<file path="src/rtl/srcmp_pkg.sv">
// Shared definitions for the multi-channel set/reset comparator.
//   ch_width      : width of a channel index for a given channel count.
//   threshold_hit : threshold match test on zero-extended operands.
// Optional feature macro: SRCMP_CROSSING_DETECT_EN (step-tolerant crossing
// detection; without it a match is plain equality).
package srcmp_pkg;

    // Operands are zero-extended to this width before comparison, so WIDTH
    // of the comparator must not exceed it.
    localparam int unsigned CMP_MAX_W = 64;

    function automatic int unsigned ch_width(input int unsigned n);
        return (n > 1) ? 32'($clog2(n)) : 32'd1;
    endfunction

    function automatic logic threshold_hit(
        input logic [CMP_MAX_W-1:0] curr,
        input logic [CMP_MAX_W-1:0] prev,
        input logic                 prev_valid,
        input logic [CMP_MAX_W-1:0] th
    );
`ifdef SRCMP_CROSSING_DETECT_EN
        logic hit;
        if (!prev_valid || (curr == prev)) begin
            hit = (curr == th);
        end else if (curr > prev) begin
            // Forward step: threshold lies in (prev, curr].
            hit = (th > prev) && (th <= curr);
        end else begin
            // Step across the wrap point: (prev, max] or [0, curr].
            hit = (th > prev) || (th <= curr);
        end
        return hit;
`else
        logic unused_crossing;
        unused_crossing = prev_valid ^ (^prev);
        return (curr == th);
`endif
    endfunction

endpackage

</file>
<file path="src/rtl/set_reset_channel.sv">
// One comparator channel: double-buffered set/reset thresholds, pending
// flag, priority next-state logic, registered output and edge events.
// Ports:
//   clk, arst_n             clock, async active-low reset
//   data_compare, data_valid current counter sample and its qualifier
//   prev_data, prev_valid   last valid sample (crossing detection)
//   wr_en, wr_set, wr_reset decoded shadow write for this channel
//   update                  commit strobe
//   ch_en, out_clr          channel enable, synchronous output clear
//   out, set_evt, reset_evt registered output and one-cycle events
//   pending                 shadow written but not yet committed
module set_reset_channel
    import srcmp_pkg::*;
#(
    parameter int unsigned WIDTH = 24
) (
    input  logic             clk,
    input  logic             arst_n,
    input  logic [WIDTH-1:0] data_compare,
    input  logic             data_valid,
    input  logic [WIDTH-1:0] prev_data,
    input  logic             prev_valid,
    input  logic             wr_en,
    input  logic [WIDTH-1:0] wr_set,
    input  logic [WIDTH-1:0] wr_reset,
    input  logic             update,
    input  logic             ch_en,
    input  logic             out_clr,
    output logic             out,
    output logic             set_evt,
    output logic             reset_evt,
    output logic             pending
);

    logic [WIDTH-1:0] shadow_set;
    logic [WIDTH-1:0] shadow_reset;
    logic [WIDTH-1:0] active_set;
    logic [WIDTH-1:0] active_reset;

    logic set_hit_c;
    logic reset_hit_c;
    logic out_nxt;
    logic set_evt_nxt;
    logic reset_evt_nxt;

    // Threshold matches against the active pair as it stands this cycle.
    assign set_hit_c   = data_valid && threshold_hit(CMP_MAX_W'(data_compare), CMP_MAX_W'(prev_data),
                                                     prev_valid, CMP_MAX_W'(active_set));
    assign reset_hit_c = data_valid && threshold_hit(CMP_MAX_W'(data_compare), CMP_MAX_W'(prev_data),
                                                     prev_valid, CMP_MAX_W'(active_reset));

    // Shadow/active double buffer; a same-cycle write leaves the new pair pending.
    always_ff @(posedge clk or negedge arst_n) begin
        if (!arst_n) begin
            shadow_set   <= '0;
            shadow_reset <= '0;
            active_set   <= '0;
            active_reset <= '0;
            pending      <= 1'b0;
        end else begin
            if (update && pending) begin
                active_set   <= shadow_set;
                active_reset <= shadow_reset;
            end
            if (wr_en) begin
                shadow_set   <= wr_set;
                shadow_reset <= wr_reset;
                pending      <= 1'b1;
            end else if (update) begin
                pending      <= 1'b0;
            end
        end
    end

    // Output priority: disable/clear, then reset match, then set match.
    always_comb begin
        out_nxt       = out;
        set_evt_nxt   = 1'b0;
        reset_evt_nxt = 1'b0;
        if (!ch_en || out_clr) begin
            out_nxt = 1'b0;
        end else if (reset_hit_c) begin
            out_nxt       = 1'b0;
            reset_evt_nxt = out;
        end else if (set_hit_c) begin
            out_nxt     = 1'b1;
            set_evt_nxt = !out;
        end
    end

    always_ff @(posedge clk or negedge arst_n) begin
        if (!arst_n) begin
            out       <= 1'b0;
            set_evt   <= 1'b0;
            reset_evt <= 1'b0;
        end else begin
            out       <= out_nxt;
            set_evt   <= set_evt_nxt;
            reset_evt <= reset_evt_nxt;
        end
    end

endmodule

</file>
<file path="src/rtl/multi_set_reset_comparator.sv">
// Multi-channel set/reset comparator for the angle path. Each channel's
// output turns on at its set threshold and off at its reset threshold;
// thresholds are written to shadows and committed atomically by update.
// Ports:
//   clk, arst_n               clock, async active-low reset
//   data_compare, data_valid  angle counter sample and qualifier
//   wr_en, wr_ch, wr_set, wr_reset  shadow write (out-of-range wr_ch ignored)
//   update                    commit all pending shadows
//   ch_en, out_clr            per-channel enable and synchronous clear
//   out, set_evt, reset_evt   registered outputs and one-cycle events
//   pending                   per-channel uncommitted shadow flag
// Optional feature macro: SRCMP_CROSSING_DETECT_EN (keeps the last valid
// sample so thresholds skipped by a multi-count step still match).
module multi_set_reset_comparator
    import srcmp_pkg::*;
#(
    parameter  int unsigned WIDTH    = 24,
    parameter  int unsigned CHANNELS = 4,
    localparam int unsigned CH_W     = ch_width(CHANNELS)
) (
    input  logic                clk,
    input  logic                arst_n,
    input  logic [WIDTH-1:0]    data_compare,
    input  logic                data_valid,
    input  logic                wr_en,
    input  logic [CH_W-1:0]     wr_ch,
    input  logic [WIDTH-1:0]    wr_set,
    input  logic [WIDTH-1:0]    wr_reset,
    input  logic                update,
    input  logic [CHANNELS-1:0] ch_en,
    input  logic [CHANNELS-1:0] out_clr,
    output logic [CHANNELS-1:0] out,
    output logic [CHANNELS-1:0] set_evt,
    output logic [CHANNELS-1:0] reset_evt,
    output logic [CHANNELS-1:0] pending
);

    logic             wr_ok_c;
    logic [WIDTH-1:0] prev_data;
    logic             prev_valid;

    // Writes to a channel index beyond CHANNELS are dropped.
    assign wr_ok_c = wr_en && (32'(wr_ch) < CHANNELS);

`ifdef SRCMP_CROSSING_DETECT_EN
    // Last valid counter sample, shared by all channels.
    always_ff @(posedge clk or negedge arst_n) begin
        if (!arst_n) begin
            prev_data  <= '0;
            prev_valid <= 1'b0;
        end else if (data_valid) begin
            prev_data  <= data_compare;
            prev_valid <= 1'b1;
        end
    end
`else
    assign prev_data  = '0;
    assign prev_valid = 1'b0;
`endif

    for (genvar i = 0; i < CHANNELS; i++) begin : g_ch
        set_reset_channel #(
            .WIDTH(WIDTH)
        ) u_ch (
            .clk          (clk),
            .arst_n       (arst_n),
            .data_compare (data_compare),
            .data_valid   (data_valid),
            .prev_data    (prev_data),
            .prev_valid   (prev_valid),
            .wr_en        (wr_ok_c && (wr_ch == CH_W'(i))),
            .wr_set       (wr_set),
            .wr_reset     (wr_reset),
            .update       (update),
            .ch_en        (ch_en[i]),
            .out_clr      (out_clr[i]),
            .out          (out[i]),
            .set_evt      (set_evt[i]),
            .reset_evt    (reset_evt[i]),
            .pending      (pending[i])
        );
    end

endmodule

</file>
<file path="config.mk">
export PLATFORM = sky130hd
export DESIGN_NAME = multi_set_reset_comparator
export DESIGN_NICKNAME = d
export VERILOG_FILES = /design/src/rtl/srcmp_pkg.sv /design/src/rtl/set_reset_channel.sv /design/src/rtl/multi_set_reset_comparator.sv
export SDC_FILE = /design/constraint.sdc
export NUM_CORES = 1
export LEC_CHECK = 0
export ABC_AREA = 1
export BUFFER_PORTS_ARGS = -buffer_cell sky130_fd_sc_hd__buf_4
export CAP_MARGIN = 15
export CORE_MARGIN = 2
export CORE_UTILIZATION = 30
export DETAILED_ROUTE_END_ITERATION = 16
export PLACE_DENSITY = 0.44
export SLEW_MARGIN = 10
export SYNTH_ARGS = -nofsm -noshare
export SYNTH_HDL_FRONTEND = slang
export SYNTH_SLANG_ARGS = --single-unit
</file>
<file path="constraint.sdc">
create_clock -name clk -period 1.8 [get_ports clk]
set_clock_uncertainty 0.05 [all_clocks]
set_input_delay 0.27 -clock clk [delete_from_list [all_inputs] [get_ports clk]]
set_output_delay 0.27 -clock clk [all_outputs]
set_load 0.03 [all_outputs]
</file>
==> run summary, run 1 <==
Run status: finished, final reports clean
Post-synthesis mux area share: 2.47%
Initial DRC count: 1085
CTS max path bufs: 3
Chip height: 254 um
WS Path Type: reg2reg
Seq/Total Area, Yosys: 53.5%
CTS tree: built
RSZ-0062 raised after global routing: false
CTS Buf Count: 49
Die area: 0.0644 mm2
Worst skew pair latency: 0.62 ns
Most frequent cells in the layout: nand2_1, dfrtp_1, nor2_1
Internal power: 19400 uW
Final net count: 2632
Pre-antenna DRT Iters: 5
Initial core utilization: 30.3%
H-tree levels: 2
Max_cap viols: 0
DR DRC count: 0
CP Launch Type: flip-flop
Core area: 0.0617 mm2
Post-synthesis cell count: 2344
Synth top area cells: dfrtp_1, nand2_1, nor2_1
P_leak: 0.0121 uW
Psw: 9470 uW
Rel. slew slack: 63.2%
Total chip power: 28900 uW
Diode count: 0
Row count: 91
WL/cell: 21.7 um
Most common cell after layout, fill and taps aside: nand2_1
Unique masters post-synth: 28
Worst R2R Start: g_ch[3].u_ch.active_set[12]
Num ports: 103
Vias per cell: 4.71
Total gr overflow: 0
DR vias: 16095
Hold Crit Class: in2reg
Fmax: 599 MHz
CP Max Fanout: 2
Sequential power share: 42.7%
Worst Tran Pin Value: 0.551 ns
Final Hold Viols: 0
Initial antenna violation count: 1
Setup Fix Bufs, Post-CTS: 0
Die width: 254 um
ANT nets after route: 0
Sw Ratio: 32.8%
Syn avg cell area: 7.99 um2
Crit path from: g_ch[3].u_ch.active_set[12]
Slew Viols, Final: 0
Fill cells: 6550
Clock Power Share: 35.4%
Input/output buffers: 102
Area Overhead vs Synth: 24.6%
VDD IR max: 0.717 mV
HPWL after detailed placement: 56.5 mm
Main combinational cell family by area after synthesis: simple AND/OR/NAND/NOR gates
WL final: 74.3 mm
Worst Setup End Kind: flip-flop
Final Cycle Share: 92.7%
Final hold slack: 0.0172 ns
Yosys warnings: 0
Post-synthesis net count: 2431
Clock-pin slew of the registers on the worst-case setup and hold paths: 0.06 ns
Dominant cell type by area after synthesis: dfrtp_1
Final RePlAce weighted congestion: 0.947
Layout cell share with drive strength beyond 1: 14.9%
Number of synthesized register bits: 400
Largest net degree at the start of global routing: 89
Tot GR Track Use: 23.4%
Synth Area in Compound Gates: 9.82%
Combinational share of power: 21.9%
First-pass GRT wire length: 109 mm
Final Critical Period: 1.67 ns
Worst Path Arrival: 2.14 ns
Adder-cell share of the synthesized area: 0%
Layout Utilization: 37.8%
Vias in the first global route: 16825
Hold path start: wr_set[16]
Area of the mapped netlist: 0.0187 mm2
Clock sink count: 400
Worst path required time: 2.27 ns
Final Setup Violations: 0
Xor and xnor area share after synthesis: 1.73%
Power Dens Cells: 1240 mW/mm2
Post-synth top area share: 53.5%
Root Buffer Master: clkbuf_16
Synth Area in Simple Gates: 24.0%
state kept, by name (all words and copies together) (netlist names):
name                    flops
g_ch.u_ch.active_reset     96
g_ch.u_ch.active_set       96
g_ch.u_ch.reset_evt         4
g_ch.u_ch.shadow_set       96
g_ch.u_ch.shadow_reset     96
g_ch.u_ch.pending           4
g_ch.u_ch.set_evt           4
g_ch.u_ch.out               4
cell families (layout without fill, tap and decap cells):
kind of cell | after synthesis | after routing
multiplexers | 41 | 41
buffers and inverters | 371 | 610
flip-flops | 400 | 400
AND/OR/NAND/NOR | 1128 | 1128
XOR/XNOR | 37 | 37
AO/OA/AOI/OAI | 367 | 367
worst max-delay path, cell delays in order, from the launching register on:
cell     delay, ns
dfrtp_1       0.38
xnor2_1       0.14
nand2_1       0.14
nor2_2        0.19
nand3_1       0.15
nor2_4        0.22
buf_4         0.15
nand2_1       0.04
nor2_1        0.09
metrics by stage:
step                      std cells  setup WS [ns]  setup TNS (ns)  cell area, um2
after floorplan                2344          0.515               0           18700
after global placement         3280         -0.180          -0.580           21200
after detailed placement       3280         -0.158          -0.454           21200
after CTS                      3420         0.0399               0           23300
after global routing           3420        0.00849               0           23300
final                          3420          0.131               0           23300
cell usage after synthesis (all sizes together):
| master | count |
|---|---|
| buf | 84 |
| nand3b | 6 |
| o21ai | 206 |
| o211ai | 1 |
| nand3 | 43 |
| or2 | 6 |
| nor2 | 301 |
| clkbuf | 32 |
| nor3b | 3 |
| nand4 | 22 |
| mux2 | 41 |
| xnor2 | 25 |
| a21oi | 160 |
| xor2 | 12 |
| dfrtp | 400 |
| nor3 | 12 |
| inv | 255 |
| nand2 | 735 |
layer usage:
metal / part of all wire (%) / GRT usage, %
met1: 44 / 29.7
met2: 51 / 41.9
met3: 3.1 / 2.39
met4: 2.4 / 6.86
met5: 0 / 0
worst paths after layout:
kind,end,cells after the start,slack (ns)
max in group asynchronous,g_ch[3].u_ch.active_set[8],4,0.84
worst max register to register,g_ch[3].u_ch.set_evt,8,0.13
worst min register to register,g_ch[1].u_ch.shadow_set[11],2,0.43
worst max-delay path,g_ch[3].u_ch.set_evt,8,0.13
worst min-delay path,g_ch[0].u_ch.shadow_set[16],3,0.02
min in group asynchronous,g_ch[1].u_ch.shadow_reset[18],2,0.04
power groups by stage:
| stage | combinational (uW) | clock, uW | sequential (uW) |
|---|---|---|---|
| after floorplan | 3930 | 0 | 11900 |
| after global placement | 6220 | 0 | 12500 |
| after detailed placement | 6270 | 0 | 12500 |
| after CTS | 6390 | 10500 | 12300 |
| after global routing | 7100 | 10800 | 12600 |
| final | 6320 | 10200 | 12300 |
layout make-up:
| class | instances | area, um2 | share of cell area [%] |
|---|---|---|---|
| sequential | 400 | 10000 | 42.9 |
| multi-input combinational | 1573 | 7210 | 30.9 |
| timing repair buffer | 266 | 2460 | 10.5 |
| clock buffer | 69 | 1420 | 6.09 |
| tap | 837 | 1050 | 4.49 |
| inverter | 255 | 957 | 4.10 |
| clock inverter | 20 | 235 | 1.01 |
timing repair:
item,CTS,global route
hold endpoints to repair,466,0
hold buffers,51,0
endpoints found under the setup margin,1,2
resized for setup,2,2
(Power assumes the default switching activity.)
==> run 2, diff against run 1 <==
--- a/config.mk
+++ b/config.mk
@@ -8,6 +8,7 @@
 export ABC_AREA = 1
 export BUFFER_PORTS_ARGS = -buffer_cell sky130_fd_sc_hd__buf_4
 export CAP_MARGIN = 15
+export CORE_ASPECT_RATIO = 1.4
 export CORE_MARGIN = 2
 export CORE_UTILIZATION = 30
 export DETAILED_ROUTE_END_ITERATION = 16
==> run 2 against run 1 <==
- the flow now finishes with violations (negative hold slack)
- clock-buffer cell count down 1
- cell count up 0.41%
- sequential power about the same
- first-iteration DRC count down 1.3%
- via count down 0.34%
- setup slack worse by 0.082 ns
- die area about the same
- sequential cell count unchanged
- critical path depth down 2
- global-route usage up 1.4 points
- combinational power up 5.4%
- worst hold slack worse by 0.019 ns
- largest cell class unchanged
==> run summary, run 2 (synthesis results as in run 1) <==
WS Path Type: reg2reg
CP Max Fanout: 2
Pre-antenna DRT Iters: 5
Setup Fix Bufs, Post-CTS: 0
Final hold slack: -0.00154 ns
Num ports: 103
CTS Buf Count: 47
H-tree levels: 2
Worst Setup End Kind: flip-flop
Die area: 0.0645 mm2
RSZ-0062 raised after global routing: false
P_leak: 0.0122 uW
Initial core utilization: 30.3%
Fmax: 571 MHz
Rel. slew slack: 54.1%
Slew Viols, Final: 0
Worst Path Arrival: 2.17 ns
Final Setup Violations: 0
HPWL after detailed placement: 62.1 mm
Area Overhead vs Synth: 25.7%
Final RePlAce weighted congestion: 0.948
Vias per cell: 4.67
ANT nets after route: 0
Initial antenna violation count: 3
DP Area: 0.0214 mm2
Max_cap viols: 0
Chip height: 300 um
First-pass GRT wire length: 114 mm
Clock sink count: 400
Die width: 215 um
Hold Crit Class: in2reg
Initial DRC count: 1071
Tot GR Track Use: 24.7%
Final Critical Period: 1.75 ns
Power Dens Cells: 1250 mW/mm2
Failing checks: negative hold slack
Final Cycle Share: 97.3%
WL/cell: 23.1 um
R2R Setup Slk: 0.05 ns
CTS max path bufs: 3
Core area: 0.0619 mm2
DR DRC count: 0
Worst skew pair latency: 0.60 ns
Layout cell share with drive strength beyond 1: 15.9%
Most common cell after layout, fill and taps aside: nand2_1
Fin Setup TNS: 0 ns
CP Launch Type: flip-flop
Input/output buffers: 102
Worst path required time: 2.22 ns
VDD IR max: 0.773 mV
DR vias: 16040
Final Hold Viols: 1
Total gr overflow: 0
Worst Tran Pin Value: 0.688 ns
Root Buffer Master: clkbuf_16
Clock-pin slew of the registers on the worst-case setup and hold paths: 0.06 ns
Row count: 108
WL final: 79.4 mm
Post-route cell area: 0.0235 mm2
Largest net degree at the start of global routing: 99
Final net count: 2658
CTS tree: built
Run status: complete, but fails checks
Vias in the first global route: 16676
Most frequent cells in the layout: nand2_1, dfrtp_1, nor2_1
## run 2: final cells by class
class / instances / area (um2)
antenna: 2 / 5.00
clock buffer: 68 / 1390
clock inverter: 17 / 280
fill: 6687 / 38300
inverter: 255 / 957
multi-input combinational: 1573 / 7200
sequential: 400 / 10000
tap: 825 / 1030
timing repair buffer: 294 / 2680
## run 2: critical path, stage by stage, from the launching register on
cell and delay, ns:
dfrtp_1 0.47, xnor2_2 0.30, buf_4 0.17, nand3_1 0.05
nor2_1 0.18, nand3_1 0.13, nor3_1 0.29
## run 2: report_power, final
group	total (uW)	internal [uW]	switching [uW]
Combinational	6660	2500	4150
Clock	10400	6340	4050
Sequential	12400	10900	1430
## run 2: per-layer routing
metal	track usage (%)	vias up	share of wire [%]
met3	2.81	146	3.3
met2	44.9	358	52
met5	0	-	0.016
met1	28.4	7808	39
met4	13.4	2	6.0
li1	-	7726	-
## run 2: stage by stage
step / power (uW) / setup WS, ns / utilization (%) / cells
2_1_floorplan: 15800 / 0.515 / - / 2344
3_3_place_gp: 19100 / -0.344 / 34.6 / 3303
3_5_place_dp: 19200 / -0.323 / 34.6 / 3303
4_1_cts: 29800 / 0.0361 / 38.0 / 3432
5_1_grt: 31000 / 0.0388 / 38.0 / 3434
6_report: 29400 / 0.0492 / 38.0 / 3434
## run 2: final timing paths
kind,from,end,cells after the start
setup reg to reg,g_ch[0].u_ch.active_reset[22],g_ch[0].u_ch.reset_evt,6
max in group asynchronous,arst_n,g_ch[1].u_ch.active_set[13],3
setup / recovery,g_ch[0].u_ch.active_reset[22],g_ch[0].u_ch.reset_evt,6
hold reg to reg,g_ch[1].u_ch.shadow_set[4],g_ch[1].u_ch.shadow_set[4],2
min in group asynchronous,arst_n,g_ch[0].u_ch.shadow_reset[13],2
hold / removal,wr_set[7],g_ch[0].u_ch.shadow_set[7],3
## run 2: what timing repair did
action / in CTS / in global routing
endpoints found under the hold margin: 372 / 0
hold buffers: 44 / 0
resized for setup: 1 / 0
endpoints found under the setup margin: 1 / 0
